==> src/rtl/trx_sequencer_pkg.sv <==
// trx_seq_pkg: shared types for the half-duplex frame sequencer.
//   - seq_state_t : 3-bit FSM state (IDLE, TX_RUN, TX_DRAIN, TURNAROUND, RX_RUN = 0..4)
//   - ST_*        : raw state encodings, also visible on outState
//   - cnt_w_for() : smallest counter width able to hold max_bits
package trx_seq_pkg;

  localparam logic [2:0] ST_IDLE     = 3'd0;
  localparam logic [2:0] ST_TX_RUN   = 3'd1;
  localparam logic [2:0] ST_TX_DRAIN = 3'd2;
  localparam logic [2:0] ST_TURN     = 3'd3;
  localparam logic [2:0] ST_RX_RUN   = 3'd4;

  typedef enum logic [2:0] {
    S_IDLE     = ST_IDLE,
    S_TX_RUN   = ST_TX_RUN,
    S_TX_DRAIN = ST_TX_DRAIN,
    S_TURN     = ST_TURN,
    S_RX_RUN   = ST_RX_RUN
  } seq_state_t;

  // Width needed so that a counter can reach max_bits without wrapping.
  function automatic int cnt_w_for(input int max_bits);
    int w;
    w = 1;
    while ((1 << w) <= max_bits) w++;
    return w;
  endfunction

endpackage

==> src/rtl/trx_sequencer_if.sv <==
// trx_sequencer_if: control/status bundle between the sequencer and the
// transceiver datapath (inFIFO, coder, RX chain, outFIFO).
//   master : drives the in* requests/flags, observes the out* strobes/status
//   slave  : the sequencer side
interface trx_sequencer_if
  import trx_seq_pkg::*;
#(
  parameter int CNT_W = 8
);
  logic             inTxStart;
  logic             inRxStart;
  logic             inAbort;
  logic             inFifoEmpty;
  logic             inCoderReady;
  logic             inCdrFlag;
  logic             inOutFifoFull;
  logic             outFifoReadEnable;
  logic             outCoderEmpty;
  logic             outRxEnable;
  logic             outOutFifoWriteEnable;
  logic [CNT_W-1:0] outBitCount;
  seq_state_t       outState;
  logic             outBusy;
  logic             outDone;
  logic             outOverflow;

  modport master (
    output inTxStart, inRxStart, inAbort, inFifoEmpty, inCoderReady,
           inCdrFlag, inOutFifoFull,
    input  outFifoReadEnable, outCoderEmpty, outRxEnable,
           outOutFifoWriteEnable, outBitCount, outState, outBusy, outDone,
           outOverflow
  );

  modport slave (
    input  inTxStart, inRxStart, inAbort, inFifoEmpty, inCoderReady,
           inCdrFlag, inOutFifoFull,
    output outFifoReadEnable, outCoderEmpty, outRxEnable,
           outOutFifoWriteEnable, outBitCount, outState, outBusy, outDone,
           outOverflow
  );
endinterface

==> src/rtl/trx_sequencer_seq_timer.sv <==
// seq_timer: loadable down-counter that stops at zero.
//   i_clk/i_rst : clock, synchronous active-high reset (count -> 0)
//   i_load      : load i_load_val (wins over i_en)
//   i_en        : decrement by one while non-zero
//   o_zero      : count == 0
module seq_timer #(
  parameter int CNT_W = 8
) (
  input  logic             i_clk,
  input  logic             i_rst,
  input  logic             i_load,
  input  logic             i_en,
  input  logic [CNT_W-1:0] i_load_val,
  output logic             o_zero
);
  logic [CNT_W-1:0] r_cnt;

  always_ff @(posedge i_clk) begin
    if (i_rst)                     r_cnt <= '0;
    else if (i_load)               r_cnt <= i_load_val;
    else if (i_en && r_cnt != '0)  r_cnt <= r_cnt - 1'b1;
  end

  assign o_zero = (r_cnt == '0);
endmodule

==> src/rtl/trx_sequencer.sv <==
// trx_sequencer: half-duplex frame sequencer sharing one datapath clock
// between the TX chain (inFIFO -> coder) and the RX chain (-> outFIFO).
//   inClock/inReset : clock, synchronous active-high reset
//   bus (slave)     : start/abort requests, FIFO/coder/CDR flags in;
//                     read/write strobes, coder-empty, RX enable, bit count,
//                     state, busy, done pulse, sticky overflow out
// One timer serves the drain, turnaround and RX idle timeout; it is
// reloaded on every state change that needs it.
module trx_sequencer
  import trx_seq_pkg::*;
#(
  parameter int MAX_BITS     = 128,
  parameter int CNT_W        = cnt_w_for(MAX_BITS),
  parameter int DRAIN_CYCLES = 16,
  parameter int TURN_CYCLES  = 12,
  parameter int RX_TIMEOUT   = 64
) (
  input  logic inClock,
  input  logic inReset,
  trx_sequencer_if.slave bus
);
  localparam logic [CNT_W-1:0] LP_LAST  = CNT_W'(MAX_BITS - 1);
  localparam logic [CNT_W-1:0] LP_DRAIN = CNT_W'(DRAIN_CYCLES - 1);
  localparam logic [CNT_W-1:0] LP_TURN  = CNT_W'(TURN_CYCLES - 1);
  localparam logic [CNT_W-1:0] LP_RXTO  = CNT_W'(RX_TIMEOUT - 1);

  seq_state_t       r_state;
  logic [CNT_W-1:0] r_cnt;
  logic             r_ovf;
  logic             r_done;

  logic             w_tx_go, w_rd, w_underrun, w_wr, w_drop, w_abort;
  logic             w_last, w_tx_end, w_rx_end;
  logic             w_tmr_load, w_tmr_en, w_tmr_zero;
  logic [CNT_W-1:0] w_tmr_val;

  // Abort only matters while a frame is actually moving data or draining.
  assign w_abort    = bus.inAbort & ((r_state == S_TX_RUN) |
                                     (r_state == S_TX_DRAIN) |
                                     (r_state == S_RX_RUN));
  assign w_tx_go    = bus.inTxStart & ~bus.inFifoEmpty;
  assign w_rd       = (r_state == S_TX_RUN) & bus.inCoderReady &
                      ~bus.inFifoEmpty & ~bus.inAbort;
  assign w_underrun = (r_state == S_TX_RUN) & bus.inCoderReady &
                      bus.inFifoEmpty & ~bus.inAbort;
  assign w_wr       = (r_state == S_RX_RUN) & bus.inCdrFlag &
                      ~bus.inOutFifoFull & ~bus.inAbort;
  assign w_drop     = (r_state == S_RX_RUN) & bus.inCdrFlag &
                      bus.inOutFifoFull & ~bus.inAbort;
  // This strobe brings the count to MAX_BITS.
  assign w_last     = (r_cnt == LP_LAST);
  assign w_tx_end   = (w_rd & w_last) | w_underrun;
  assign w_rx_end   = (w_wr & w_last) | (~bus.inCdrFlag & w_tmr_zero);

  always_comb begin
    w_tmr_load = 1'b0;
    w_tmr_en   = 1'b0;
    w_tmr_val  = '0;
    case (r_state)
      S_IDLE: begin
        if (!w_tx_go && bus.inRxStart) begin
          w_tmr_load = 1'b1;
          w_tmr_val  = LP_RXTO;
        end
      end
      S_TX_RUN: begin
        if (w_abort) begin
          w_tmr_load = 1'b1;
          w_tmr_val  = LP_TURN;
        end else if (w_tx_end) begin
          w_tmr_load = 1'b1;
          w_tmr_val  = LP_DRAIN;
        end
      end
      S_TX_DRAIN: begin
        if (w_abort || w_tmr_zero) begin
          w_tmr_load = 1'b1;
          w_tmr_val  = LP_TURN;
        end else begin
          w_tmr_en = 1'b1;
        end
      end
      S_RX_RUN: begin
        if (w_abort || w_rx_end) begin
          w_tmr_load = 1'b1;
          w_tmr_val  = LP_TURN;
        end else if (bus.inCdrFlag) begin
          // any recovered bit, kept or dropped, restarts the idle window
          w_tmr_load = 1'b1;
          w_tmr_val  = LP_RXTO;
        end else begin
          w_tmr_en = 1'b1;
        end
      end
      S_TURN:  w_tmr_en = 1'b1;
      default: ;
    endcase
  end

  seq_timer #(.CNT_W(CNT_W)) u_timer (
    .i_clk      (inClock),
    .i_rst      (inReset),
    .i_load     (w_tmr_load),
    .i_en       (w_tmr_en),
    .i_load_val (w_tmr_val),
    .o_zero     (w_tmr_zero)
  );

  always_ff @(posedge inClock) begin
    if (inReset) begin
      r_state <= S_IDLE;
      r_cnt   <= '0;
      r_ovf   <= 1'b0;
      r_done  <= 1'b0;
    end else begin
      r_done <= 1'b0;
      case (r_state)
        S_IDLE: begin
          // TX has priority; RX is taken when TX cannot start.
          if (w_tx_go) begin
            r_state <= S_TX_RUN;
            r_cnt   <= '0;
          end else if (bus.inRxStart) begin
            r_state <= S_RX_RUN;
            r_cnt   <= '0;
            r_ovf   <= 1'b0;
          end
        end
        S_TX_RUN: begin
          if (w_abort) begin
            r_state <= S_TURN;
          end else begin
            if (w_rd)     r_cnt   <= r_cnt + 1'b1;
            if (w_tx_end) r_state <= S_TX_DRAIN;
          end
        end
        S_TX_DRAIN: begin
          if (w_abort || w_tmr_zero) r_state <= S_TURN;
        end
        S_RX_RUN: begin
          if (w_abort) begin
            r_state <= S_TURN;
          end else begin
            if (w_wr)     r_cnt   <= r_cnt + 1'b1;
            if (w_drop)   r_ovf   <= 1'b1;
            if (w_rx_end) r_state <= S_TURN;
          end
        end
        S_TURN: begin
          if (w_tmr_zero) begin
            r_state <= S_IDLE;
            r_done  <= 1'b1;
          end
        end
        default: r_state <= S_IDLE;
      endcase
    end
  end

  // Strobes are combinational so the coder/CDR see zero-latency responses.
  assign bus.outFifoReadEnable     = w_rd;
  assign bus.outCoderEmpty         = (r_state == S_TX_RUN) ? bus.inFifoEmpty : 1'b1;
  assign bus.outRxEnable           = (r_state == S_RX_RUN);
  assign bus.outOutFifoWriteEnable = w_wr;
  assign bus.outBitCount           = r_cnt;
  assign bus.outState              = r_state;
  assign bus.outBusy               = (r_state != S_IDLE);
  assign bus.outDone               = r_done;
  assign bus.outOverflow           = r_ovf;
endmodule

==> src/flat_wrapper.sv <==
// flat-port wrapper written by rule: the top's interface ports become plain ports
module trx_sequencer_flat import trx_seq_pkg::*;
#(
  parameter int MAX_BITS     = 128,
  parameter int CNT_W        = cnt_w_for(MAX_BITS),
  parameter int DRAIN_CYCLES = 16,
  parameter int TURN_CYCLES  = 12,
  parameter int RX_TIMEOUT   = 64
)
  (inClock, inReset, bus_inTxStart, bus_inRxStart, bus_inAbort, bus_inFifoEmpty, bus_inCoderReady, bus_inCdrFlag, bus_inOutFifoFull, bus_outFifoReadEnable, bus_outCoderEmpty, bus_outRxEnable, bus_outOutFifoWriteEnable, bus_outBitCount, bus_outState, bus_outBusy, bus_outDone, bus_outOverflow);
  trx_sequencer_if #(.CNT_W(CNT_W)) bus_i ();
  input  logic inClock;
  input  logic inReset;
  input wire logic [$bits(bus_i.inTxStart)-1:0] bus_inTxStart;
  input wire logic [$bits(bus_i.inRxStart)-1:0] bus_inRxStart;
  input wire logic [$bits(bus_i.inAbort)-1:0] bus_inAbort;
  input wire logic [$bits(bus_i.inFifoEmpty)-1:0] bus_inFifoEmpty;
  input wire logic [$bits(bus_i.inCoderReady)-1:0] bus_inCoderReady;
  input wire logic [$bits(bus_i.inCdrFlag)-1:0] bus_inCdrFlag;
  input wire logic [$bits(bus_i.inOutFifoFull)-1:0] bus_inOutFifoFull;
  output wire logic [$bits(bus_i.outFifoReadEnable)-1:0] bus_outFifoReadEnable;
  output wire logic [$bits(bus_i.outCoderEmpty)-1:0] bus_outCoderEmpty;
  output wire logic [$bits(bus_i.outRxEnable)-1:0] bus_outRxEnable;
  output wire logic [$bits(bus_i.outOutFifoWriteEnable)-1:0] bus_outOutFifoWriteEnable;
  output wire logic [$bits(bus_i.outBitCount)-1:0] bus_outBitCount;
  output wire logic [$bits(bus_i.outState)-1:0] bus_outState;
  output wire logic [$bits(bus_i.outBusy)-1:0] bus_outBusy;
  output wire logic [$bits(bus_i.outDone)-1:0] bus_outDone;
  output wire logic [$bits(bus_i.outOverflow)-1:0] bus_outOverflow;
  assign bus_i.inTxStart = bus_inTxStart;
  assign bus_i.inRxStart = bus_inRxStart;
  assign bus_i.inAbort = bus_inAbort;
  assign bus_i.inFifoEmpty = bus_inFifoEmpty;
  assign bus_i.inCoderReady = bus_inCoderReady;
  assign bus_i.inCdrFlag = bus_inCdrFlag;
  assign bus_i.inOutFifoFull = bus_inOutFifoFull;
  assign bus_outFifoReadEnable = bus_i.outFifoReadEnable;
  assign bus_outCoderEmpty = bus_i.outCoderEmpty;
  assign bus_outRxEnable = bus_i.outRxEnable;
  assign bus_outOutFifoWriteEnable = bus_i.outOutFifoWriteEnable;
  assign bus_outBitCount = bus_i.outBitCount;
  assign bus_outState = bus_i.outState;
  assign bus_outBusy = bus_i.outBusy;
  assign bus_outDone = bus_i.outDone;
  assign bus_outOverflow = bus_i.outOverflow;
  trx_sequencer #(.MAX_BITS(MAX_BITS), .CNT_W(CNT_W), .DRAIN_CYCLES(DRAIN_CYCLES), .TURN_CYCLES(TURN_CYCLES), .RX_TIMEOUT(RX_TIMEOUT)) u_core (.inClock(inClock), .inReset(inReset), .bus(bus_i));
endmodule
==> config.mk <==
export PLATFORM = sky130hd
export DESIGN_NAME = trx_sequencer_flat
export DESIGN_NICKNAME = d
export VERILOG_FILES = /design/src/rtl/trx_sequencer_pkg.sv /design/src/rtl/trx_sequencer_if.sv /design/src/rtl/trx_sequencer_seq_timer.sv /design/src/rtl/trx_sequencer.sv /design/src/flat_wrapper.sv
export SDC_FILE = /design/constraint.sdc
export NUM_CORES = 1
export LEC_CHECK = 0
export ABC_AREA = 1
export CORE_MARGIN = 10
export CORE_UTILIZATION = 45
export CTS_CLUSTER_DIAMETER = 100
export CTS_CLUSTER_SIZE = 40
export DETAILED_ROUTE_END_ITERATION = 10
export PLACE_DENSITY_LB_ADDON = 0.25
export SYNTH_ARGS = -nofsm -noshare
export SYNTH_HDL_FRONTEND = slang
export SYNTH_HIERARCHICAL = 1
export SYNTH_SLANG_ARGS = --single-unit
==> constraint.sdc <==
create_clock -name inClock -period 2.39 [get_ports inClock]
set_input_delay 0.239 -clock inClock [delete_from_list [all_inputs] [get_ports inClock]]
set_output_delay 0.239 -clock inClock [all_outputs]
set_load 0.03 [all_outputs]
# Yosys cells after proc, flatten, opt, wreduce, memory -nomap -nowiden
# Cells that the tools add are included.
# totals
ff_bits,21
inputBits,9
output_inout_bits,18
word_cells,107
# op_classes
addsub,2
n_eq_ne,17
n_mux,43
bitwise_logic,24
reduce_logical,16
# ops
op,n
8-bit 2-to-1 mux,10
8-bit one-hot mux with 4 select lines,1
3-bit 2-to-1 mux,8
8-bit one-hot mux with 3 select lines,1
1-bit AND,15
1-bit 2-to-1 mux,15
3-bit one-hot mux with 5 select lines,1
6-bit 2-to-1 mux,2
2-bit != test (second input constant),5
5-bit AND reduction,2
8-bit by 1-bit adder with 8-bit output (second input constant),1
8-bit by 7-bit == test with 1-bit output (second input constant),1
8-bit logical NOT,1
4-bit 2-to-1 mux,2
2-bit by 1-bit != test with 1-bit output (second input constant),4
8-bit nonzero test,1
8-bit by 1-bit subtractor with 8-bit output (second input constant),1
3-bit by 2-bit == test with 1-bit output (second input constant),2
3-bit by 1-bit != test with 1-bit output (second input constant),2
6-bit AND reduction,1
3-bit nonzero test,2
1-bit inverter,5
1-bit OR,4
1-bit one-hot mux with 4 select lines,1
11 further kinds,14

# Depth between registers and ports, before layout
# Gate-level depths: netlist of the first run.
# depth
ltp_word,12
mapped_depth,16
depth_no_buf,16

# Cells and area by module
# Netlist of the first run, hierarchy kept.
# modules_own_cells
module,instances,cells_each,area_per_inst_um2,seq_area_each_um2
trx_sequencer,1,170,1012.2,260.2
seq_timer,1,101,591.8,160.2

# Worst setup path before layout of the first run
# No wires, ideal clock.
# synth_path
kind,flip-flop to flip-flop
start,register u_core.r_cnt[0] (netlist: u_core/bus.outBitCount[0])
end,register u_core.u_timer.r_cnt[1]
setup_time_ps,113
arrival_time_ps,2161
required_time_ps,2277
path_slack_ps,115
stages_incl_launch_ff,16
path_buffers,1
synth_period_minus_slack_ps,2275
cell_sequence,dfxtp_1 > ha_1 > nand2_1 > nor2_1 > nand2_1 > inv_1 > nand2_1 > nand2_1 > nor3_1 > o21ai_0 > clkbuf_1 > inv_2 > nand2_4 > clkinv_2 > nor2_1 > nor2_1
# synth_between
elab_cells_between_ends,19
classes_between,1 x eq/ne; 11 x mux; 4 x bitwise; 3 x reduce/logical
# synth_lines
item,line,text
from (decl),trx_sequencer.sv:28,logic [CNT_W-1:0] r_cnt;
from (signal assigned),trx_sequencer.sv:133,if (w_rd) r_cnt <= r_cnt + 1'b1;
from (signal assigned),trx_sequencer.sv:144,if (w_wr) r_cnt <= r_cnt + 1'b1;
8-bit by 7-bit == test with 1-bit output *,trx_sequencer.sv:51,assign w_last = (r_cnt == LP_LAST);
"1-bit AND, on equally long branches","trx_sequencer.sv:52, trx_sequencer.sv:53",
"1-bit OR, on equally long branches","trx_sequencer.sv:52, trx_sequencer.sv:53",
1-bit 2-to-1 mux or 1-bit logical OR (tied branches),"trx_sequencer.sv:70, trx_sequencer.sv:84",
"1-bit 2-to-1 mux, on equally long branches","trx_sequencer.sv:67, trx_sequencer.sv:84",
1-bit one-hot mux with 4 select lines *,trx_sequencer.sv:59,case (r_state)
via u_core.w_tmr_load,trx_sequencer.sv:34,"logic w_tmr_load, w_tmr_en, w_tmr_zero;"
8-bit 2-to-1 mux or 2-bit nonzero test (tied branches),--,
to (signal assigned),trx_sequencer_seq_timer.sv:20,else if (i_load) r_cnt <= i_load_val;
to (signal assigned),trx_sequencer_seq_timer.sv:21,else if (i_en && r_cnt != '0) r_cnt <= r_cnt - 1'b1;
to (decl),trx_sequencer_seq_timer.sv:16,logic [CNT_W-1:0] r_cnt;
# Mark *: on every way through the listed nets, which the timed path passes. The rest lies on a longest branch.
# A chain may end at the register's enable or synchronous reset.

# Final worst setup path of the first run
# layout_path
start,register u_core.u_timer.r_cnt[0]
end,register u_core.u_timer.r_cnt[1]
# layout_between
elab_cells_between_ends,20
classes_between,1 x add/sub; 11 x mux; 2 x bitwise; 6 x reduce/logical
# layout_lines
item,line,text
8-bit logical NOT *,trx_sequencer_seq_timer.sv:24,assign o_zero = (r_cnt == '0);
via u_core.w_tmr_zero,trx_sequencer.sv:34,
1-bit AND,trx_sequencer.sv:53,assign w_rx_end = (w_wr & w_last) | (~bus.inCdrFlag & w_tmr_zero);
1-bit OR,trx_sequencer.sv:53,
1-bit logical OR,trx_sequencer.sv:84,if (w_abort || w_rx_end) begin
1-bit 2-to-1 mux,trx_sequencer.sv:84,
1-bit one-hot mux with 4 select lines *,trx_sequencer.sv:59,
via u_core.w_tmr_load,trx_sequencer.sv:34,
8-bit 2-to-1 mux or 2-bit nonzero test (tied branches),--,
# Mark *: on every way through the listed nets, which the timed path passes. The rest lies on a longest branch. The select of a mux whose other input is x is not followed.

==> results of run 1 <==
-- final timing paths --
path,end,slack (ns),cells past startpoint
max,u_core/u_timer/r_cnt[1],0.14,14
min,u_core/bus.outOverflow,0.50,2
max reg2reg,u_core/u_timer/r_cnt[1],0.14,14
min reg2reg,u_core/bus.outOverflow,0.50,2
-- logic make-up after synthesis --
group                      Yosys count
DFF                                 21
buffers and inverters               43
xor gates and xnor gates             3
other                                1
adders and majority gates            3
and+or+nand+nor                    171
AOI/OAI and AO/OA                   29
-- power breakdown --
group          leakage (nW)  switching [W]  internal [W]
clock                0.0177       0.000118     0.0000625
sequential            0.172       0.000132      0.000454
combinational         0.717        0.00124      0.000675
-- sequential cells by signal (all words and copies together) (netlist names) --
signal and flops:
u_core/bus.outBitCount 8, u_core/u_timer/r_cnt 8, u_core/bus.outState 3, u_core/bus.outDone 1
u_core/bus.outOverflow 1
-- worst min-delay path, delay by kind of cell, from the launching register on --
| kind | cells | cell delay, ns |
|---|---|---|
| AND/OR/NAND/NOR | 2 | 0.14 |
| flip-flops | 1 | 0.33 |
-- per-layer routing --
metal | track usage | wire length, um | share of wire | vias up
met1 | 0.162 | 1840 | 0.45 | 755
met5 | 0 | 0 | 0 | -
li1 | - | - | - | 915
met2 | 0.222 | 1990 | 0.48 | 36
met4 | 0.0484 | 24 | 0.0058 | 0
met3 | 0.0360 | 265 | 0.064 | 2
-- synthesized netlist by cell type --
library cell / n
nand2_1: 73
nor2_1: 40
inv_1: 34
nand3_1: 27
dfxtp_1: 21
a21oi_1: 14
o21ai_0: 7
inv_2: 6
nand2_2: 6
nand4_1: 6
nand3_2: 4
nor3_1: 4
o21ai_1: 4
ha_1: 3
nand2_4: 3
nor2_2: 3
nor2_4: 3
o21ai_2: 2
xor2_1: 2
a31o_2: 1
buf_1: 1
clkbuf_1: 1
clkinv_2: 1
conb_1: 1
nor3b_1: 1
o21bai_1: 1
or2_1: 1
xnor2_1: 1
-- layout make-up --
| type | count | area (um^2) |
|---|---|---|
| multi-input cells | 208 | 1030 |
| fillers | 331 | 1410 |
| inverters | 41 | 155 |
| flip-flops and latches | 21 | 420 |
| clock inverters | 1 | 5.00 |
| clock buffers | 3 | 22.5 |
| repair buffers | 29 | 283 |
| well taps | 46 | 57.6 |
-- stage by stage --
stage | power (W) | worst slack [ns] | utilization | hold slack [ns]
after floorplan | 0.00203 | 0.115 | - | 0.308
after global placement | 0.00249 | 0.154 | 0.573 | 0.462
after detailed placement | 0.00250 | 0.113 | 0.573 | 0.468
after CTS | 0.00270 | 0.200 | 0.581 | 0.507
after global routing | 0.00296 | 0.0239 | 0.583 | 0.522
final | 0.00268 | 0.142 | 0.583 | 0.501
==> impl_results.md, run 1 <==
- Sequential area share after synthesis: 0.262
- Power Density: 1360 nW/um^2
- Largest net degree at the start of global routing: 13
- Number of library cell types mapped by synthesis: 28
- Clock Latency Late Sink: 0.31 ns
- WL/cell: 11.8 um
- Clock-pin slew on the worst setup and hold paths: 0.13 ns
- Post-Syn Area: 1600 um^2
- Area Overhead vs Synth: 23.2%
- DRT Wirelength: 4.12 mm
- Setup TNS: 0 ns
- Synth Area in Compound Gates: 0.0991
- Core box area: 3390 um^2
- CTS tree: built
- Max Clk Rate: 445 MHz
- DP Wirelength: 3.25 mm
- Vias: 1708
- Clock buffer depth: 2
- PortBufs: 26
- Hold_sp: u_core/bus.outOverflow
- Startpoint types: register
- First-pass GRT wire length: 7.00 mm
- Initial antenna violation count: 0
- Placed cells: 345
- Top delay family on crit path: simple AND/OR/NAND/NOR gates
- Setup crit end kind: register
- CP startpoint: u_core/u_timer/r_cnt[0]
- RSZ-0062 raised after global routing: no
- Placer congestion estimate: 0.946
- Initial drt markers: 117
- Vias in the first global route: 1540
- Max VDD drop: 0.728 mV
- Final Max Tran Viols: 0
- CTS sink cnt: 21
- Post-synthesis mux area share: 0
- Most frequent cells in the layout: nand2_1, nor2_1, inv_1, nand3_1, clkdlybuf4s50_1
- Critical R2R Launch: u_core/u_timer/r_cnt[0]
- Worst Path Required: 2.61 ns
- Most common cell after layout, fill and taps aside: nand2_1
- Non-filler cells, final: 349
- Post-Synth Adder-Cell Area: 0.0234
- Effective utilization at floorplan: 0.473
- MaxCap Viol Count: 0
- FP Rows: 21
- Post-cts repair resize count: 0
- CP Cell Sequence: inv_1 -> ha_1 -> nand2_1 -> nor2_1 -> nand2_1 -> nand2_1 -> nor3_2 -> o21ai_0 -> buf_4 -> inv_2 -> nand2_4 -> clkinv_2 -> nor2_1 -> nor2_1
- Share of the synthesized area in the top cell type: 0.262
- Post-CTS Hold Buffers: 0
- FF+latch count, synth: 21
- Die Ht: 79.7 um
- CP arrival: 2.47 ns
- Top post-synthesis cells by area: dfxtp_1, nand2_1, nor2_1
- DRC Markers: 0
- Syn_area_per_cell: 5.92 um^2
- Layout cells sized above 1: 0.125
- Die area: 6350 um^2
- WS Path Type: reg2reg
- Tot GR Track Use: 0.134
- Status: finished clean
- I/O pin count: 27
- Final Cell Area: 1980 um^2
- Hold WC Path Type: reg2reg
- Clock period minus worst slack: 2.25 ns
- Clock root cell: clkbuf_4
- Simple-gate share of the synthesized area: 0.495
- Leakage: 0.907 nW
- Post-CTS Setup Inserts: 0
- Inserted Diodes: 0
- Final Skew: 0.00248 ns
- CP max stage cell: dfxtp_1
- Final setup violating endpoints: 0
- Crit path max fanout: 10
- Post-Syn Instances: 271
- Via density: 4.89
- Pre-antenna DRT Iters: 4
- Die W: 79.7 um
- Num CTS Buffers: 3
- Buf/Inv on CP: 4
- Gr ovfl total: 0
- H-tree lvl count: 1
- DP Area: 1940 um^2
- Final critical-path share of the clock period: 0.941
- Yosys top cell by area: dfxtp_1
- Main combinational cell family by area after synthesis: simple AND/OR/NAND/NOR gates
- Max stage delay on crit path: 0.33 ns
- Fin nets: 316
- Synth Area in XOR/XNOR: 0.0164
- Final hold violations: 0
- Synth warn: 6
- Detail Route Antenna Nets: 0
Note: power is estimated with default switching activity, not from simulation.
==> inputs of run 2 (changes only) <==
CORE_UTILIZATION = 53   (was 45)
HOLD_SLACK_MARGIN = 0.1   (was default)
clock period = 2.1 ns   (was 2.39 ns; I/O delays follow)
==> impl_results.md, run 2 (synthesis results as in run 1) <==
- Vias in the first global route: 1599 (was 1540)
- DP Wirelength: 3.30 mm (was 3.25 mm)
- DRC Markers: 0 (unchanged)
- RSZ-0062 raised after global routing: no (unchanged)
- DP Area: 2020 um^2 (was 1940 um^2)
- Worst Path Required: 2.34 ns (was 2.61 ns)
- Post-CTS Hold Buffers: 0 (unchanged)
- Most frequent cells in the layout: nand2_1, nor2_1, inv_1, nand3_1, clkdlybuf4s50_1 (unchanged)
- Hold WC Path Type: reg2reg (unchanged)
- I/O pin count: 27 (unchanged)
- First-pass GRT wire length: 7.33 mm (was 7.00 mm)
- CTS tree: built (unchanged)
- Die W: 75.0 um (was 79.7 um)
- Clock Latency Late Sink: 0.29 ns (was 0.31 ns)
- Sequential Area: 432 um^2 (was 420 um^2)
- FP Rows: 19 (was 21)
- Die Ht: 75.0 um (was 79.7 um)
- Layout cells sized above 1: 0.201 (was 0.125)
- Clock root cell: clkbuf_4 (unchanged)
- Fin nets: 331 (was 316)
- CP arrival: 2.20 ns (was 2.47 ns)
- MaxCap Viol Count: 0 (unchanged)
- Inserted Diodes: 0 (unchanged)
- Final hold violations: 0 (unchanged)
- Clock buffer depth: 2 (unchanged)
- Clock-pin slew on the worst setup and hold paths: 0.12 ns (was 0.13 ns)
- Core box area: 2830 um^2 (was 3390 um^2)
- Power Density: 1550 nW/um^2 (was 1360 nW/um^2)
- WS Path Type: reg2reg (unchanged)
- Reg2Reg Depth: 13 (was 14)
- Tot Pwr: 0.00325 W (was 0.00268 W)
- Placer congestion estimate: 0.958 (was 0.946)
- Max Clk Rate: 510 MHz (was 445 MHz)
- Status: finished clean (unchanged)
- PortBufs: 26 (unchanged)
- Final Skew: 0.00257 ns (was 0.00248 ns)
- Most common cell after layout, fill and taps aside: nand2_1 (unchanged)
- Final critical-path share of the clock period: 0.934 (was 0.941)
- Max VDD drop: 0.836 mV (was 0.728 mV)
- CTS sink cnt: 21 (unchanged)
- Via density: 5.15 (was 4.89)
- WL/cell: 12.2 um (was 11.8 um)
- Vias: 1797 (was 1708)
- DRT Wirelength: 4.24 mm (was 4.12 mm)
- Effective utilization at floorplan: 0.567 (was 0.473)
- Startpoint types: register (unchanged)
- H-tree lvl count: 1 (unchanged)
- Final Max Tran Viols: 0 (unchanged)
- Initial drt markers: 193 (was 117)
- Clock period minus worst slack: 1.96 ns (was 2.25 ns)
- Detail Route Antenna Nets: 0 (unchanged)
- Num CTS Buffers: 3 (unchanged)
- Final Cell Area: 2090 um^2 (was 1980 um^2)
- Initial antenna violation count: 0 (unchanged)
- Area Overhead vs Synth: 30.4% (was 23.2%)
- Pre-antenna DRT Iters: 4 (unchanged)
- Die area: 5630 um^2 (was 6350 um^2)
- Fillcell total: 250 (was 331)
- Crit path max fanout: 9 (was 10)
- Tot GR Track Use: 0.158 (was 0.134)
- Multi-input gate area: 1050 um^2 (was 1030 um^2)
- Setup crit end kind: register (unchanged)
- PnR worst setup slack: 0.139 ns (was 0.142 ns)
- Largest net degree at the start of global routing: 12 (was 13)
- Cell depth of the worst hold path: 2 (unchanged)
- Placement Setup Slack: -0.0676 ns (was 0.113 ns)
- Gr ovfl total: 0 (unchanged)
- Final setup violating endpoints: 0 (unchanged)
- Leakage: 1.02 nW (was 0.907 nW)
## run 2: changes by cell type in the layout (fill, tap and decap cells not counted), moves of 2 or more
cell,delta
buf_4,+16
dfxtp_1,-7
dfxtp_2,+6
clkdlybuf4s50_1,-3
o21ai_0,-3
o21ai_1,+2
## run 2: critical path, cell delays in order (launching register included)
cell     delay, ns
dfxtp_2       0.35
inv_1         0.05
ha_1          0.20
nand2_1       0.08
nor2_1        0.06
buf_4         0.14
o21ai_0       0.16
nand3_1       0.12
nor2_2        0.12
o21ai_2       0.08
buf_4         0.17
o21ai_0       0.18
nand2_1       0.07
a21oi_1       0.13
## run 2: per-stage QoR
step	utilization	instances	TNS (ns)	hold WS [ns]
floorplan	-	272	0	0.279
global placement	0.714	343	-0.0918	0.452
global route	0.739	349	0	0.541
CTS	0.723	347	0	0.501
detailed placement	0.714	343	-0.320	0.473
finish	0.739	349	0	0.497
## run 2: path summary, 6_finish.rpt
path	startpoint	slack (ns)	endpoint
hold / removal	u_core/bus.outOverflow	0.50	u_core/bus.outOverflow
setup reg to reg	u_core/u_timer/r_cnt[0]	0.14	u_core/u_timer/r_cnt[2]
hold reg to reg	u_core/bus.outOverflow	0.50	u_core/bus.outOverflow
setup / recovery	u_core/u_timer/r_cnt[0]	0.14	u_core/u_timer/r_cnt[2]
## run 2: metal layers
metal	vias up	global-route usage	share of wire
met1	795	0.221	0.47
met5	-	0	0
met3	2	0.0407	0.086
met4	0	0.0315	0.0045
met2	53	0.239	0.44
li1	947	-	-
## run 2: cell type report
class                   instances  area share
well taps                      31      0.0185
inverters                      41      0.0742
flip-flops and latches         21       0.206
repair buffers                 44       0.188
multi-input cells             208       0.500
clock buffers                   4      0.0126
## run 2: what timing repair did
| action | 4_1_cts | 5_1_grt |
|---|---|---|
| buffers inserted | 0 | 2 |
| setup endpoints to repair | 1 | 10 |
| resized for setup | 1 | 16 |
| pin swaps | 0 | 2 |
## run 2: power breakdown
part,internal [W],total [W],switching [W]
Clock,0.0000738,0.000193,0.000120
Sequential,0.000534,0.000671,0.000137
Combinational,0.000888,0.00239,0.00150
Total,0.00150,0.00325,0.00176
